<file path="src/rtl/alu_rr_arbiter.sv">
// Round-robin arbiter that shares one combinational ALU among 2**ID_W requesters.
// One operation is in flight at a time: accept in IDLE, capture in EXEC, hand back in RESP.
module alu_rr_arbiter #(
    parameter int ID_W = 2
) (
    input  logic                    clk,
    input  logic                    rst_n,
    input  logic [2**ID_W-1:0]      req_valid,
    output logic [2**ID_W-1:0]      req_ready,
    input  logic [32*(2**ID_W)-1:0] req_src1,
    input  logic [32*(2**ID_W)-1:0] req_src2,
    input  logic [4*(2**ID_W)-1:0]  req_ctrl,
    input  logic [3*(2**ID_W)-1:0]  req_bonus,
    output logic [31:0]             alu_src1,
    output logic [31:0]             alu_src2,
    output logic [3:0]              alu_ctrl,
    output logic [2:0]              alu_bonus,
    input  logic [31:0]             alu_result,
    input  logic                    alu_zero,
    input  logic                    alu_cout,
    input  logic                    alu_overflow,
    output logic                    rsp_valid,
    input  logic                    rsp_ready,
    output logic [ID_W-1:0]         rsp_id,
    output logic [31:0]             rsp_result,
    output logic                    rsp_zero,
    output logic                    rsp_cout,
    output logic                    rsp_overflow,
    output logic                    rsp_err,
    output logic                    busy
);
    localparam int N      = 2**ID_W;
    localparam int DATA_W = 32;

    typedef enum logic [1:0] {IDLE, EXEC, RESP} state_t;

    state_t          state;
    logic [ID_W-1:0] last_grant;
    logic [ID_W-1:0] cur_id;
    logic [ID_W-1:0] grant_idx;
    logic            grant_found;
    logic            accept;

    function automatic logic opcode_legal(input logic [3:0] ctrl);
        case (ctrl)
            4'b0000, 4'b0001, 4'b0010, 4'b0110,
            4'b0111, 4'b1100, 4'b1101: opcode_legal = 1'b1;
            default:                   opcode_legal = 1'b0;
        endcase
    endfunction

    // Search starts one past the last grant; the ID_W-bit sum wraps modulo N for free.
    always_comb begin
        logic [ID_W-1:0] cand;
        grant_found = 1'b0;
        grant_idx   = last_grant;
        cand        = '0;
        for (int k = 1; k <= N; k++) begin
            cand = last_grant + ID_W'(k);
            if (!grant_found && req_valid[cand]) begin
                grant_found = 1'b1;
                grant_idx   = cand;
            end
        end
    end

    assign accept    = rst_n && (state == IDLE) && grant_found;
    assign req_ready = accept ? (N'(1) << grant_idx) : '0;
    assign busy      = (state != IDLE);

    always_ff @(posedge clk) begin
        if (!rst_n) begin
            state        <= IDLE;
            last_grant   <= '1;
            cur_id       <= '0;
            alu_src1     <= '0;
            alu_src2     <= '0;
            alu_ctrl     <= '0;
            alu_bonus    <= '0;
            rsp_valid    <= 1'b0;
            rsp_id       <= '0;
            rsp_result   <= '0;
            rsp_zero     <= 1'b0;
            rsp_cout     <= 1'b0;
            rsp_overflow <= 1'b0;
            rsp_err      <= 1'b0;
        end else begin
            case (state)
                IDLE: begin
                    if (accept) begin
                        alu_src1   <= req_src1[grant_idx*DATA_W +: DATA_W];
                        alu_src2   <= req_src2[grant_idx*DATA_W +: DATA_W];
                        alu_ctrl   <= req_ctrl[grant_idx*4 +: 4];
                        alu_bonus  <= req_bonus[grant_idx*3 +: 3];
                        cur_id     <= grant_idx;
                        last_grant <= grant_idx;
                        state      <= EXEC;
                    end
                end
                EXEC: begin
                    rsp_valid <= 1'b1;
                    rsp_id    <= cur_id;
                    // An unsupported opcode returns a clean zero result flagged as an error.
                    if (opcode_legal(alu_ctrl)) begin
                        rsp_result   <= alu_result;
                        rsp_zero     <= alu_zero;
                        rsp_cout     <= alu_cout;
                        rsp_overflow <= alu_overflow;
                        rsp_err      <= 1'b0;
                    end else begin
                        rsp_result   <= '0;
                        rsp_zero     <= 1'b0;
                        rsp_cout     <= 1'b0;
                        rsp_overflow <= 1'b0;
                        rsp_err      <= 1'b1;
                    end
                    state <= RESP;
                end
                RESP: begin
                    if (rsp_ready) begin
                        rsp_valid <= 1'b0;
                        state     <= IDLE;
                    end
                end
                default: state <= IDLE;
            endcase
        end
    end
endmodule
</file>
<file path="config.mk">
export PLATFORM = sky130hd
export DESIGN_NAME = alu_rr_arbiter
export DESIGN_NICKNAME = d
export VERILOG_FILES = /design/src/rtl/alu_rr_arbiter.sv
export SDC_FILE = /design/constraint.sdc
export NUM_CORES = 1
export LEC_CHECK = 0
export CAP_MARGIN = 20
export CORE_AREA = 4 4 168 170
export DETAILED_ROUTE_END_ITERATION = 6
export DIE_AREA = 0 0 172 174
export DONT_BUFFER_PORTS = 1
export MAX_ROUTING_LAYER = met4
export PLACE_DENSITY = 0.5
export SLEW_MARGIN = 30
export SYNTH_ARGS = -nofsm -noshare
export SYNTH_HDL_FRONTEND = slang
export SYNTH_SLANG_ARGS = --single-unit
export TNS_END_PERCENT = 1
</file>
<file path="constraint.sdc">
create_clock -name clk -period 2.7 [get_ports clk]
set_clock_uncertainty 0.2 [all_clocks]
set_input_delay 0.54 -clock clk [delete_from_list [all_inputs] [get_ports clk]]
set_output_delay 0.54 -clock clk [all_outputs]
set_load 0.1 [all_outputs]
</file>
==> impl_metrics.csv, run 1 <==
group,metric,value,unit
floorplanning,core_area,26700,sq um
floorplanning,die-height,174,um
timing,fmax,385,MHz
global_routing,antenna_found_initial,0,
clock_tree,cts_tree,"yes",
floorplanning,die_area,29900,sq um
route,num_vias,6519,
timing,period_minus_slack,2600,ps
pwr,total_power,8.68,mW
min_path,holdPathEnd,"rsp_cout",
place,hpwl,19100,um
layout,final_cell_area,8540,sq um
global_routing,grt_max_degree,71,
route,drcViolationCount,0,
route,drt_iter0_drc,378,
timing,timing.final.max_slew_violations,0,
critical_path,r2r_end,"alu_src2[23]",
clock_tree,clk_latency,400,ps
global_routing,grt_pass1_wl,39500,um
clock_tree,cts-root-buf,"clkbuf_16",
critical_path,crit_path_end_kind,"primary output",
critical_path,reg2reg_setup_slack,490,ps
logic_synthesis,synth_area_per_cell,8.65,sq um
layout,utilization,32.0,%
route,vias_per_cell,5.51,
place,place_inst,1149,
layout,fin_cells,1184,
logic_synthesis,synth_area_leaders,"dfxtp_1 35%, mux2i_1 11%, a21o_1 8.1%",
layout,antenna_cells,0,
route,finalWirelength,27400,um
pwr,vdd_drop_max,0.378,mV
place,numPortBuffers,0,
timing,holdWs,59.2,ps
timing,finalHoldViolCount,0,
critical_path,r2r_start,"state[1]",
floorplanning,initial_core_util,24.5,%
timing,tns,0,ps
route,routed_wire_length_per_instance,23.2,um
timing,final-setup-viol-count,0,
global_routing,gr-total-overflow,0,
route,wl_met3,2250,um
floorplanning,rows,60,
critical_path,crit_path_cell_trace,"or2_4 > nor3b_4 > o211ai_1 > buf_4 > nor2_4 > buf_12",
min_path,hold_class,"primary input to flip-flop",
critical_path,startpoint_type,"flip-flop",
logic_synthesis,synth_top_cell_area_share,35.5,%
place,dpl_cell_area,7890,sq um
job,cap_violations,0,
critical_path,cp.required,1960,ps
route,ant_nets,0,
logic_synthesis,synth_flop_cell,"dfxtp_1",
layout,drive_gt1_share,22.9,%
critical_path,slowest_delay,340,ps
clock_tree,cts_buffers,17,
status,outcome,"finished, final reports clean",
logic_synthesis,ys_ff_latch,116,
logic_synthesis,syn_inst,757,
critical_path,crit_fanout,5,
logic_synthesis,synth_fp_nets,1083,
logic_synthesis,yosysSeqAreaShare,35.5,%
layout,area_delta_synth_final,30.5,%
critical_path,r2r_cells,7,
place,gp_congestion,0.820,
min_path,hold_path_depth,1,
pwr,p_leak,3.47,nW
min_path,holdCritStartpoint,"rst_n",
critical_path,slowest_stage,"dfxtp_1",
global_routing,grt_pass1_vias,6528,
logic_synthesis,ys_async_sr_fraction,0,%
critical_path,crit_arrival,1860,ps
route,first_pass_iters,4,
clock_tree,htreeDepth,4,
logic_synthesis,yosysWarnings,0,
timing,setup_slack,101,ps
logic_synthesis,synth.distinct_cells,32,
floorplanning,die_w,172,um
route,dr.max_layer_used,"met4",
timing,relSlewSlack,62.2,%
logic_synthesis,synth_top_area_cell,"dfxtp_1",
timing,tightest_slew,565,ps
logic_synthesis,syn_area,6550,sq um
place,place_worst_setup_slack,250,ps
global_routing,grt_usage,17.5,%
route,wl_met2,13900,um
clock_tree,cts_buffer_depth,2,
pwr,powerDensity,1020,nW/um^2
clock_tree,clock_sinks,116,
clock_tree,cts.clk_slew.worst_paths,70,ps
layout,fin_nets,1156,
route,met1_length,10900,um
logic_synthesis,synth_edf_count,0,
critical_path,critPathKind,"flip-flop to primary output",
floorplanning,io_pins,441,
timing,fin_crit_sh,96.3,%
==> worst max-delay path: cells and delay by family, from the launching register on <==
kind	cells	cell delay, ps
AOI/OAI and AO/OA	1	140
DFF	1	340
buffers and inverters	2	370
and+or+nand+nor	3	600
==> worst max-delay path by stage <==
stage / start / to / slack, ps / cells after the start
6_report: state[1] / req_ready[0] / 100 / 6
5_1_grt: state[1] / req_ready[0] / -0.1 / 6
4_1_cts: last_grant[0] / req_ready[2] / 10 / 6
3_5_place_dp: req_valid[3] / req_ready[2] / 250 / 6
3_3_place_gp: req_valid[3] / req_ready[2] / 260 / 6
2_1_floorplan: req_valid[3] / req_ready[2] / -9 / 6
==> layout by cell type, fill, tap and decap left out, types with 2 or more instances in the layout <==
master        n
o21ai_0       6
a21o_1       70
buf_12       15
dfxtp_1     115
bufinv_16     2
a21oi_1       4
buf_4       127
clkbuf_16    17
mux2i_1      74
nand2_1      76
o211ai_1     71
nor2_1        5
inv_6         6
nor2_4        4
inv_8         5
a21boi_0      2
nor2b_1      40
nand4_1      70
a22oi_1      35
clkinvlp_4    2
o31ai_1      70
nand2b_1      2
inv_1         3
==> where the power goes <==
part	switching [mW]	internal (mW)
Combinational	3.14	1.00
Sequential	0.123	2.00
Clock	1.00	1.41
==> cell usage after synthesis, types with 2 or more instances <==
| library cell | number |
|---|---|
| nor2_1 | 9 |
| nand4_1 | 70 |
| dfxtp_1 | 116 |
| o21ai_1 | 2 |
| inv_1 | 3 |
| clkbuf_1 | 63 |
| buf_6 | 6 |
| o21ai_0 | 7 |
| o211ai_1 | 71 |
| a21boi_0 | 2 |
| mux2i_1 | 74 |
| a22oi_1 | 35 |
| buf_1 | 8 |
| a21oi_1 | 4 |
| nor2b_1 | 42 |
| nand2_1 | 78 |
| nand2b_1 | 3 |
| o31ai_1 | 70 |
| a21o_1 | 71 |
| buf_2 | 11 |
==> final cells by class <==
| cell class | instances | area (sq um) |
|---|---|---|
| repair buffers | 143 | 1260 |
| fillers | 2798 | 18200 |
| clock buffers | 17 | 425 |
| flip-flops and latches | 116 | 2320 |
| clock inverters | 15 | 184 |
| well taps | 341 | 427 |
| inverters | 3 | 11.3 |
| multi-input cells | 549 | 3910 |
==> state kept, by name, indices dropped and copies added (netlist names) <==
register and cells:
rsp_overflow 1, alu_src1 32, state 2, rsp_err 1, rsp_valid 1, last_grant 2
rsp_result 32, rsp_zero 1, alu_ctrl 4, cur_id 2, alu_src2 32, rsp_id 2
alu_bonus 3, rsp_cout 1
==> what timing repair did <==
action / CTS / global route
hold buffers: 1 / 0
resized for setup: 1 / 5
endpoints found under the setup margin: 1 / 4
pin swaps: 0 / 0
endpoints found under the hold margin: 1 / 0
cloned: 0 / 0
setup buffers: 0 / 2
==> layer usage <==
layer	up-vias	track usage, %
met1	3101	20.5
met2	368	29.8
met4	0	4.52
met5	-	-
li1	3023	-
met3	27	4.21
==> kinds of logic after synthesis <==
family / after synthesis / share of synthesized area (%)
buffers and inverters: 92 / 6.23
muxes: 74 / 11.3
AOI/OAI and AO/OA: 267 / 30.2
and+or+nand+nor: 208 / 16.8
DFF: 116 / 35.5
Power figures use the tool's default switching activity.
==> run 2, diff against run 1 <==
--- a/config.mk
+++ b/config.mk
@@ -6,12 +6,12 @@
 export NUM_CORES = 1
 export LEC_CHECK = 0
 export CAP_MARGIN = 20
-export CORE_AREA = 4 4 168 170
+export CORE_AREA = 2 2 171 173
 export DETAILED_ROUTE_END_ITERATION = 6
-export DIE_AREA = 0 0 172 174
+export DIE_AREA = 0 0 173 175
 export DONT_BUFFER_PORTS = 1
 export MAX_ROUTING_LAYER = met4
-export PLACE_DENSITY = 0.5
+export PLACE_DENSITY = 0.48
 export SLEW_MARGIN = 30
 export SYNTH_ARGS = -nofsm -noshare
 export SYNTH_HDL_FRONTEND = slang
==> constraint.sdc (replaced) <==
create_clock -name clk -period 3.31 [get_ports clk]
set_clock_uncertainty 0.2 [all_clocks]
set_input_delay 0.662 -clock clk [delete_from_list [all_inputs] [get_ports clk]]
set_output_delay 0.662 -clock clk [all_outputs]
set_load 0.1 [all_outputs]
==> run 2 against run 1 <==
Against the previous run:
- non-clock buffer count fell by 114
- power down 24%
- sequential share of layout area increased by 3.3 points
- sequential power grew 58%
- critical path depth decreased by 1
- highest routed layer unchanged
- core utilization is 5.1 points lower
- first-iteration DRC count fell by 0.53%
- largest cell class unchanged
==> impl_metrics.csv, run 2 (same netlist as run 1, synthesis figures left out) <==
group,metric,value,unit
route,routed_wire_length_per_instance,23.2,um
timing,final-setup-viol-count,0,
floorplanning,core_area,28400,sq um
critical_path,crit_path_end_kind,"primary output",
layout,fin_nets,1042,
layout,area_delta_synth_final,16.4,%
critical_path,crit_fanout,5,
place,gp_congestion,0.805,
timing,holdWs,115,ps
timing,timing.final.max_slew_violations,0,
critical_path,cp.required,2450,ps
clock_tree,cts_hold_buf,0,
status,outcome,"finished, final reports clean",
job,cap_violations,0,
floorplanning,die_area,30300,sq um
layout,layout_commonest_cell,"dfxtp_1",
route,vias_per_cell,5.56,
timing,period_minus_slack,2860,ps
clock_tree,htreeDepth,4,
layout,fill_cells,3083,
pwr,vdd_drop_max,0.348,mV
floorplanning,die_w,173,um
clock_tree,cts-root-buf,"clkbuf_16",
min_path,hold_class,"primary input to flip-flop",
timing,tightest_slew,1040,ps
clock_tree,cts_setup_buffers,0,
route,finalWirelength,25900,um
route,drt_iter0_drc,376,
route,first_pass_iters,5,
critical_path,crit_arrival,2000,ps
clock_tree,cts_buffer_depth,2,
global_routing,grt_pass1_wl,37900,um
pwr,powerDensity,869,nW/um^2
timing,relSlewSlack,30.7,%
global_routing,grt_usage,16.8,%
route,drcViolationCount,0,
floorplanning,rows,62,
critical_path,critPathKind,"flip-flop to primary output",
timing,finalHoldViolCount,0,
layout,layout_common_cells,"112 x dfxtp_1, 76 x nand2_1, 74 x mux2i_1",
floorplanning,initial_core_util,23.1,%
critical_path,slowest_delay,340,ps
clock_tree,cts.clk_slew.worst_paths,60,ps
layout,largestRegisters,"alu_src1 (32), alu_src2 (32), rsp_result (32)",
clock_tree,clock_sinks,116,
timing,fmax,349,MHz
floorplanning,io_pins,441,
critical_path,startpoint_type,"flip-flop",
critical_path,crit_path_cell_trace,"or2_1 > nor3b_2 > o211ai_1 > nor2_2 > buf_12",
layout,drive_gt1_share,10.7,%
place,hpwl,18100,um
layout,utilization,26.8,%
route,ant_nets,0,
timing,rsz0062_at_grt,"no",
clock_tree,cts_resized,0,
timing,fin_crit_sh,86.5,%
global_routing,grt_pass1_vias,5971,
critical_path,slowest_stage,"dfxtp_1",
clock_tree,clk_latency,420,ps
place,numPortBuffers,0,
floorplanning,die-height,175,um
timing,tns,0,ps
global_routing,gr-total-overflow,0,
clock_tree,cts_tree,"yes",
route,num_vias,6190,
global_routing,grt_max_degree,71,
pwr,p_leak,2.83,nW
global_routing,antenna_found_initial,1,
clock_tree,cts_buffers,17,
## run 2: changes by cell type in the layout (fill, tap and decap cells not counted), moves of 4 or more
cell / before / now
buf_4: 127 / 19
buf_12: 15 / 10
clkinv_4: 0 / 5
inv_8: 5 / 0
nor2_2: 0 / 4
nor2_4: 4 / 0
## run 2: metal layers
layer | track usage [%] | wire length [um] | up-vias
met5 | - | 0 | -
met4 | 6.57 | 601 | 0
met3 | 5.72 | 2470 | 31
met2 | 26.9 | 12500 | 380
met1 | 19.3 | 10300 | 2968
li1 | - | - | 2811
## run 2: worst max-delay path, delay by kind of cell, from the launching register on
| kind | cells | cell delay, ps |
|---|---|---|
| buffers and inverters | 1 | 190 |
| AND/OR/NAND/NOR | 3 | 790 |
| flip-flops | 1 | 340 |
| AO/OA/AOI/OAI | 1 | 250 |
## run 2: final timing paths
kind,start,end,slack (ps),depth (start not counted)
setup / recovery,state[1],req_ready[1],450,5
hold / removal,rst_n,last_grant[0],120,1
setup reg to reg,last_grant[0],alu_src2[19],970,6
hold reg to reg,cur_id[0],rsp_id[0],270,2
## run 2: through the flow
stage          instances  cell area [sq um]  setup slack, ps  power, mW
6_report            1113               7620              448       6.62
5_1_grt             1113               7620              293       6.89
4_1_cts             1112               7620              395       6.69
3_5_place_dp        1081               7030              662       4.76
3_3_place_gp        1081               7020              635       4.76
2_1_floorplan        757               6560            -65.6       4.38
## run 2: layout make-up
cell class	instances	area, sq um	share of cell area (%)
Sequential cell	116	2330	30.5
Clock buffer	18	439	5.76
Multi-Input combinational cell	549	3870	50.7
Clock inverter	13	150	1.97
Timing Repair Buffer	29	343	4.50
Antenna cell	1	2.50	0.0328
Tap cell	384	480	6.30
Inverter	3	11.3	0.148
## run 2: power by group
group | internal (mW) | switching (mW) | leakage [nW]
combinational | 0.513 | 0.851 | 1.59
sequential | 1.63 | 1.73 | 0.955
clock | 1.14 | 0.761 | 0.283
